### src/rtl/mult_share_pkg.sv
// rtl/mult_share_pkg.sv - shared types and widths for the time-shared multiplier
package mult_share_pkg;

    localparam int OP_W   = 4;
    localparam int PROD_W = 8;

    typedef enum logic [1:0] {
        ST_IDLE = 2'd0,
        ST_MUL  = 2'd1,
        ST_RESP = 2'd2
    } state_t;

endpackage

### src/rtl/mult_share_arb_mul4x4.sv
// rtl/mult_share_arb_mul4x4.sv - combinational unsigned array multiplier
module mul4x4
    import mult_share_pkg::*;
(
    input  logic [OP_W-1:0]   a,
    input  logic [OP_W-1:0]   b,
    output logic [PROD_W-1:0] y
);

    // Shift-and-add of the partial-product rows; full product width, no truncation.
    always_comb begin
        y = '0;
        for (int i = 0; i < OP_W; i++) begin
            if (b[i]) begin
                y = y + (PROD_W'(a) << i);
            end
        end
    end

endmodule

### src/rtl/mult_share_arb_rr_arbiter.sv
// rtl/mult_share_arb_rr_arbiter.sv - combinational rotating-priority arbiter
module rr_arbiter #(
    parameter int NUM_REQ = 4,
    parameter int ID_W    = 2
) (
    input  logic [NUM_REQ-1:0] req,
    input  logic [ID_W-1:0]    rr_ptr,
    output logic [NUM_REQ-1:0] gnt,
    output logic [ID_W-1:0]    gnt_idx
);

    logic            found;
    logic [ID_W-1:0] idx;

    // Search starts just after the last winner and wraps, so the last winner is tried last.
    always_comb begin
        gnt     = '0;
        gnt_idx = '0;
        found   = 1'b0;
        idx     = '0;
        for (int k = 1; k <= NUM_REQ; k++) begin
            idx = ID_W'((int'(rr_ptr) + k) % NUM_REQ);
            if (!found && req[idx]) begin
                found    = 1'b1;
                gnt[idx] = 1'b1;
                gnt_idx  = idx;
            end
        end
    end

endmodule

### src/rtl/mult_share_arb.sv
// rtl/mult_share_arb.sv - round-robin shared 4x4 multiplier; optional MULT_SHARE_ARB_STATS_EN counters
module mult_share_arb
    import mult_share_pkg::*;
#(
    parameter int NUM_REQ = 4,
    parameter int ID_W    = 2
) (
    input  logic                    clk,
    input  logic                    rst_n,
    input  logic [NUM_REQ-1:0]      req_valid,
    input  logic [OP_W*NUM_REQ-1:0] req_a,
    input  logic [OP_W*NUM_REQ-1:0] req_b,
    output logic [NUM_REQ-1:0]      req_ready,
    output logic                    rsp_valid,
    input  logic                    rsp_ready,
    output logic [PROD_W-1:0]       rsp_y,
    output logic [ID_W-1:0]         rsp_id,
`ifdef MULT_SHARE_ARB_STATS_EN
    output logic [15:0]             grant_cnt,
    output logic [15:0]             stall_cnt,
`endif
    output logic                    busy
);

    state_t              state;
    logic [ID_W-1:0]     rr_ptr;
    logic [ID_W-1:0]     id_r;
    logic [ID_W-1:0]     gnt_idx;
    logic [NUM_REQ-1:0]  gnt;
    logic [OP_W-1:0]     op_a;
    logic [OP_W-1:0]     op_b;
    logic [OP_W-1:0]     a_sel;
    logic [OP_W-1:0]     b_sel;
    logic [PROD_W-1:0]   prod;

    rr_arbiter #(
        .NUM_REQ (NUM_REQ),
        .ID_W    (ID_W)
    ) u_arb (
        .req     (req_valid),
        .rr_ptr  (rr_ptr),
        .gnt     (gnt),
        .gnt_idx (gnt_idx)
    );

    mul4x4 u_mul (
        .a (op_a),
        .b (op_b),
        .y (prod)
    );

    // Grant is offered only while idle and out of reset.
    assign req_ready = (rst_n && state == ST_IDLE) ? gnt : '0;
    assign busy      = (state != ST_IDLE);

    always_comb begin
        a_sel = '0;
        b_sel = '0;
        for (int i = 0; i < NUM_REQ; i++) begin
            if (gnt[i]) begin
                a_sel = req_a[i*OP_W +: OP_W];
                b_sel = req_b[i*OP_W +: OP_W];
            end
        end
    end

    always_ff @(posedge clk) begin
        if (!rst_n) begin
            state     <= ST_IDLE;
            rr_ptr    <= ID_W'(NUM_REQ - 1);
            id_r      <= '0;
            op_a      <= '0;
            op_b      <= '0;
            rsp_valid <= 1'b0;
            rsp_y     <= '0;
            rsp_id    <= '0;
`ifdef MULT_SHARE_ARB_STATS_EN
            grant_cnt <= '0;
            stall_cnt <= '0;
`endif
        end else begin
            case (state)
                ST_IDLE: begin
                    if (|gnt) begin
                        op_a   <= a_sel;
                        op_b   <= b_sel;
                        id_r   <= gnt_idx;
                        rr_ptr <= gnt_idx;
                        state  <= ST_MUL;
`ifdef MULT_SHARE_ARB_STATS_EN
                        grant_cnt <= grant_cnt + 16'd1;
`endif
                    end
                end
                ST_MUL: begin
                    rsp_y     <= prod;
                    rsp_id    <= id_r;
                    rsp_valid <= 1'b1;
                    state     <= ST_RESP;
                end
                ST_RESP: begin
                    if (rsp_ready) begin
                        rsp_valid <= 1'b0;
                        state     <= ST_IDLE;
                    end
`ifdef MULT_SHARE_ARB_STATS_EN
                    else begin
                        stall_cnt <= stall_cnt + 16'd1;
                    end
`endif
                end
                default: begin
                    state <= ST_IDLE;
                end
            endcase
        end
    end

endmodule

### config.mk
export PLATFORM = sky130hd
export DESIGN_NAME = mult_share_arb
export DESIGN_NICKNAME = d
export VERILOG_FILES = /design/src/rtl/mult_share_pkg.sv /design/src/rtl/mult_share_arb_mul4x4.sv /design/src/rtl/mult_share_arb_rr_arbiter.sv /design/src/rtl/mult_share_arb.sv
export SDC_FILE = /design/constraint.sdc
export NUM_CORES = 1
export LEC_CHECK = 0
export CAP_MARGIN = 10
export CORE_AREA = 2 2 89 57
export DETAILED_ROUTE_END_ITERATION = 7
export DIE_AREA = 0 0 91 59
export MAX_ROUTING_LAYER = met4
export PLACE_DENSITY_LB_ADDON = 0.12
export SLEW_MARGIN = 5
export SYNTH_ARGS = -nofsm -noshare
export SYNTH_HDL_FRONTEND = slang
export SYNTH_HIERARCHICAL = 1
export SYNTH_SLANG_ARGS = --single-unit
### constraint.sdc
create_clock -name clk -period 7.86 [get_ports clk]
set_input_delay 0.786 -clock clk [delete_from_list [all_inputs] [get_ports clk]]
set_output_delay 0.786 -clock clk [all_outputs]
set_load 0.005 [all_outputs]
# After elaboration in Yosys (flattened, before gate mapping)
# Index checks and enable logic that the tools add are counted.
# totals
inputBits	39
out_inout_bits	16
elab_cells	93
ff_bits	25
# op_classes
eq_ne	4
n_addsub	7
n_mux	45
order_cmp	8
bitwise_logic	3
n_reduce_logical	18
# op_table
op	count
4-bit 2-to-1 mux	14
8-bit 2-to-1 mux	3
2-bit by 3-bit less-than comparator with 1-bit output (second input constant)	4
1-bit 2-to-1 mux	12
2-bit 2-to-1 mux	6
4-bit bitwise OR	3
8-bit by 5-bit adder with 8-bit output	1
8-bit by 6-bit adder with 8-bit output	1
8-bit by 7-bit adder with 8-bit output	1
1-bit binary-select mux with 2-bit select	4
1-bit demux with 2-bit select	4
2-bit by 1-bit >= comparator with 1-bit output (second input constant)	4
1-bit logical AND	8
2-bit case mux with 3 select lines	1
2-bit AND reduction	3
2-bit by 1-bit adder with 2-bit output (second input constant)	2
2-bit adder (second input constant)	2
2-bit nonzero test	2
4-bit OR reduction	1
1-bit zero test	3
2-bit by 1-bit equality test with 1-bit output (second input constant)	1
2-bit equality test (second input constant)	1
2-bit zero test	1
2-bit by 1-bit != test with 1-bit output (second input constant)	1
2 further kinds	2

# Depth between registers and ports, before layout
# depth
word_depth	17
ltp_mapped	19

# Hierarchy
# Netlist, hierarchy kept.
# by_module_without_submodules
module	area_per_inst_um2	n_inst	cells_per_inst	seq_area_each_um2
mult_share_arb	1118.6	1	132	500.5
mul4x4	563.0	1	69	0.0
rr_arbiter	545.5	1	68	0.0

# Worst setup path before layout
# Ideal clock, no wire load.
# synth_path
path_kind	register to register
start	register op_a[1]
end	register rsp_y[5]
path_slack_ps	4334
path_stages_with_launch	19
arrival_time_ps	3394
period_less_slack_ps	3526
path_cell_list	dfxtp_1 -> and2_1 -> ha_1 -> inv_1 -> fa_1 -> xnor2_1 -> nand2_1 -> xor2_1 -> inv_1 -> fa_1 -> nand2_1 -> a21boi_1 -> ha_1 -> fa_1 -> xor2_1 -> a32oi_1 -> o31ai_1 -> nand2_1 -> a21oi_1
# synth_between
elab_chain_len	7
# synth_lines
element	line	rtl
start: declaration	mult_share_arb.sv:30	logic [OP_W-1:0] op_a;
start signal: assignment	mult_share_arb.sv:85	op_a <= a_sel;
4-bit 2-to-1 mux	mult_share_arb_mul4x4.sv:14	if (b[i]) begin
8-bit by 5-bit adder with 8-bit output	mult_share_arb_mul4x4.sv:15	y = y + (PROD_W'(a) << i);
8-bit 2-to-1 mux	mult_share_arb_mul4x4.sv:14	
8-bit by 6-bit adder with 8-bit output	mult_share_arb_mul4x4.sv:15	
8-bit 2-to-1 mux	mult_share_arb_mul4x4.sv:14	
8-bit by 7-bit adder with 8-bit output	mult_share_arb_mul4x4.sv:15	
8-bit 2-to-1 mux (*)	mult_share_arb_mul4x4.sv:14	
net prod[5]	mult_share_arb.sv:34	logic [PROD_W-1:0] prod;
end signal: assignment	mult_share_arb.sv:96	rsp_y <= prod;
end: declaration	mult_share_arb.sv:16	output logic [PROD_W-1:0] rsp_y,
# The timed path passes the listed nets; every way through them passes the cells marked *.
# A chain may end at the register's enable or synchronous reset.

# Worst setup path after layout
# layout_path
start	register rr_ptr[0]
end	output req_ready[3]
# layout_between
elab_chain_len	14
# layout_lines
element	line	rtl
start: declaration	mult_share_arb.sv:26	logic [ID_W-1:0] rr_ptr;
start signal: assignment	mult_share_arb.sv:70	rr_ptr <= ID_W'(NUM_REQ - 1);
start signal: assignment	mult_share_arb.sv:88	rr_ptr <= gnt_idx;
parallel branches: the longest is 12 deep, another holds 2-bit by 3-bit less-than comparator with 1-bit output	--	
4-bit 2-to-1 mux (*)	mult_share_arb_rr_arbiter.sv:23	if (!found && req[idx]) begin
net gnt[3]	mult_share_arb.sv:29	logic [NUM_REQ-1:0] gnt;
4-bit 2-to-1 mux (*)	mult_share_arb.sv:53	assign req_ready = (rst_n && state == ST_IDLE) ? gnt : '0;
end: declaration	mult_share_arb.sv:13	output logic [NUM_REQ-1:0] req_ready,
# Mark *: on every way through the listed nets, which the timed path passes. The select of a mux whose other input is x is not followed.

==> flow_metrics.tcl <==
set metrics [dict create \
    grt_use_total 0.236 \
    grt_pass1_wl_um 9930 \
    vias 2177 \
    timing.rr.end "rsp_y[5]" \
    layout.nets 374 \
    clk_latency_ns 0.27 \
    end_kind "output pin" \
    maxCapViolCount 0 \
    setup_viol 0 \
    synth-warning-count 6 \
    fin_setup_tns_ns 0 \
    drive_above_1_share 0.0801 \
    grt_start_max_net_pins 21 \
    period_minus_slack_ns 4.58 \
    wl_per_cell_um 16.0 \
    period_share 0.582 \
    post-place-ws_ns 3.41 \
    wirelength_um 6010 \
    min_path_type "flip-flop to flip-flop" \
    ff2ff_setup_slack_ns 3.87 \
    timing.rr.start "op_a[1]" \
    cts_root_buffer "clkbuf_8" \
    place_inst 371 \
    min_to "rsp_y[7]" \
    critPathMaxFanout 20 \
    finalHoldViolCount 0 \
    max-clock-path-buffers 2 \
    yosys-top-cells-area "dfxtp_1, ha_1, nand2_1" \
    ant_nets 0 \
    start_util 0.498 \
    ys_seq_area_frac 0.225 \
    pwr_density_cell_nw_per_um2 298 \
    max_freq_ghz 0.219 \
    stdcell_area_um2 2790 \
    synth_edf_count 0 \
    postCtsSetupBuffers 0 \
    fin_skew_ns 0.00387 \
    worstSetupStartpointType "flip-flop" \
    place_hpwl_um 4600 \
    final_core_util 0.623 \
    critPathKind "flip-flop to output pin" \
    status "finished clean" \
    crit_required_ns 7.07 \
    rsz0062_at_grt "false" \
    fp.coreArea_um2 4470 \
    die_x_um 91 \
    synthTopCellsByCount "nand2_1, dfxtp_1, a21oi_1" \
    drc 0 \
    regArea_um2 500 \
    io_buffers 54 \
    worstHoldStart "rsp_y[7]" \
    io_pins 55 \
    place.gp.congestion 0.959 \
    cts_tree "done" \
    worst_slew_pin_slew_ns 0.659 \
    diodes 0 \
    p_total_uw 832 \
    antenna_found_initial 0 \
    cts-buffers-inserted 3 \
    fin_ws_ns 3.28 \
    clock_sinks 25 \
    r2r_cells 18 \
    p_leak_nw 1.11 \
    area_growth_pct 25.1 \
    routed_via_density 5.81 \
    clk_pin_slew_ns 0.09 \
    avgSynthCellArea_um2 8.28 \
    dpl_cell_area_um2 2740 \
    cts.htree.levels 1 \
    die_y_um 59 \
    cp_data_arrival_time_ns 3.79 \
    multiInputGateArea_um2 1560 \
    finalNonFillerCells 375 \
    max_slew_margin 0.560 \
    cts_resized 0 \
    std_cell_rows 19 \
    cts_hold_buf 0 \
    die_area_um2 5370 \
    syn-cell-area_um2 2230 \
    ir_worst_vdd_uv 171 \
    fill_cells 427 \
    min_path_cells 2 \
    drtIter0Drc 111 \
    drt_first_pass_iters 4 \
    synth_top_area_frac 0.225 \
    ys_ff_latch 25 \
    grt_pass1_vias 1984 \
    synthMostInstantiatedCell "nand2_1" \
    syn-instance-count 269 \
    ys_types 58 \
    ys_async_sr_fraction 0 \
    grt_remaining_overflow 0 \
    yosysTopAreaCell "dfxtp_1" \
    syn_nets 330 \
    ys.flop_type "dfxtp_1" \
    drv_slew 0 \
    hold-worst-slack_ns 0.464 \
]
## cell usage in the layout (no fill, tap or decap), types with 2 or more instances in the layout
master            n
nand2_1          45
o211ai_1          2
nand2b_1          2
mux2_2            4
inv_1            15
dfxtp_1          25
and2b_1           2
and2_1            4
nor2_1            8
ha_1             19
clkdlybuf4s50_1  54
xnor2_1           2
o32ai_1           8
clkbuf_8          3
a221o_2           4
fa_1              3
mux2i_1           3
o21ai_0          14
a21oi_1          20
mux4_2            2
xor2_1            4
o22ai_1           8
a221oi_1          9
and3_1            3
a21o_1            3
nor3_1            4
nor2b_1           7
a22oi_1           3
nand3_1           6
## worst max-delay path, cell delays in order, from the launching register on
cell	delay, ns
dfxtp_1	0.76
inv_1	0.25
ha_1	0.55
mux4_2	0.43
o21ai_0	0.24
a221o_2	0.21
clkinv_1	0.25
nor3_1	0.28
clkdlybuf4s50_1	0.55
## power by group
part / internal [mW] / total (mW) / switching, mW
sequential: 0.156 / 0.205 / 0.0490
clock: 0.0372 / 0.0806 / 0.0434
combinational: 0.237 / 0.546 / 0.308
total: 0.431 / 0.832 / 0.401
## flip-flops by register name (all words and copies together), names as in the netlist
name / count
op_b: 4
rsp_valid: 1
rr_ptr: 2
rsp_id: 2
state: 2
id_r: 2
op_a: 4
rsp_y: 8
## cells by family after synthesis
group / Yosys count / synth area share
buf+inv: 31 / 0.0764
flops: 25 / 0.225
fa+ha+maj: 23 / 0.138
xor+xnor: 6 / 0.0236
simple gates: 92 / 0.213
compound gates: 82 / 0.265
mux: 10 / 0.0590
## metal layers
layer	part of all wire	up-vias	track usage
li1	-	1076	-
met1	0.53	1010	0.357
met2	0.40	89	0.333
met3	0.069	2	0.0483
met4	0.0013	0	0.0260
met5	0	-	-
## worst max-delay path by stage
stage                      start            to  slack [ns]  depth (start not counted)
floorplan                op_a[1]      rsp_y[5]        4.33                         18
global placement    req_valid[1]  req_ready[3]        3.47                          7
detailed placement  req_valid[2]  req_ready[3]        3.41                          7
CTS                    rr_ptr[0]  req_ready[3]        3.33                          8
global route           rr_ptr[0]  req_ready[3]        3.02                          8
finish                 rr_ptr[0]  req_ready[3]        3.28                          8
## final cells by class
| cell class | count | area share |
|---|---|---|
| inverter | 16 | 0.0216 |
| sequential | 25 | 0.180 |
| timing repair buffer | 54 | 0.194 |
| clock inverter | 1 | 0.00314 |
| clock buffer | 3 | 0.0148 |
| multi-input combinational | 213 | 0.559 |
| tap | 63 | 0.0283 |
Power figures use the tool's default switching activity.
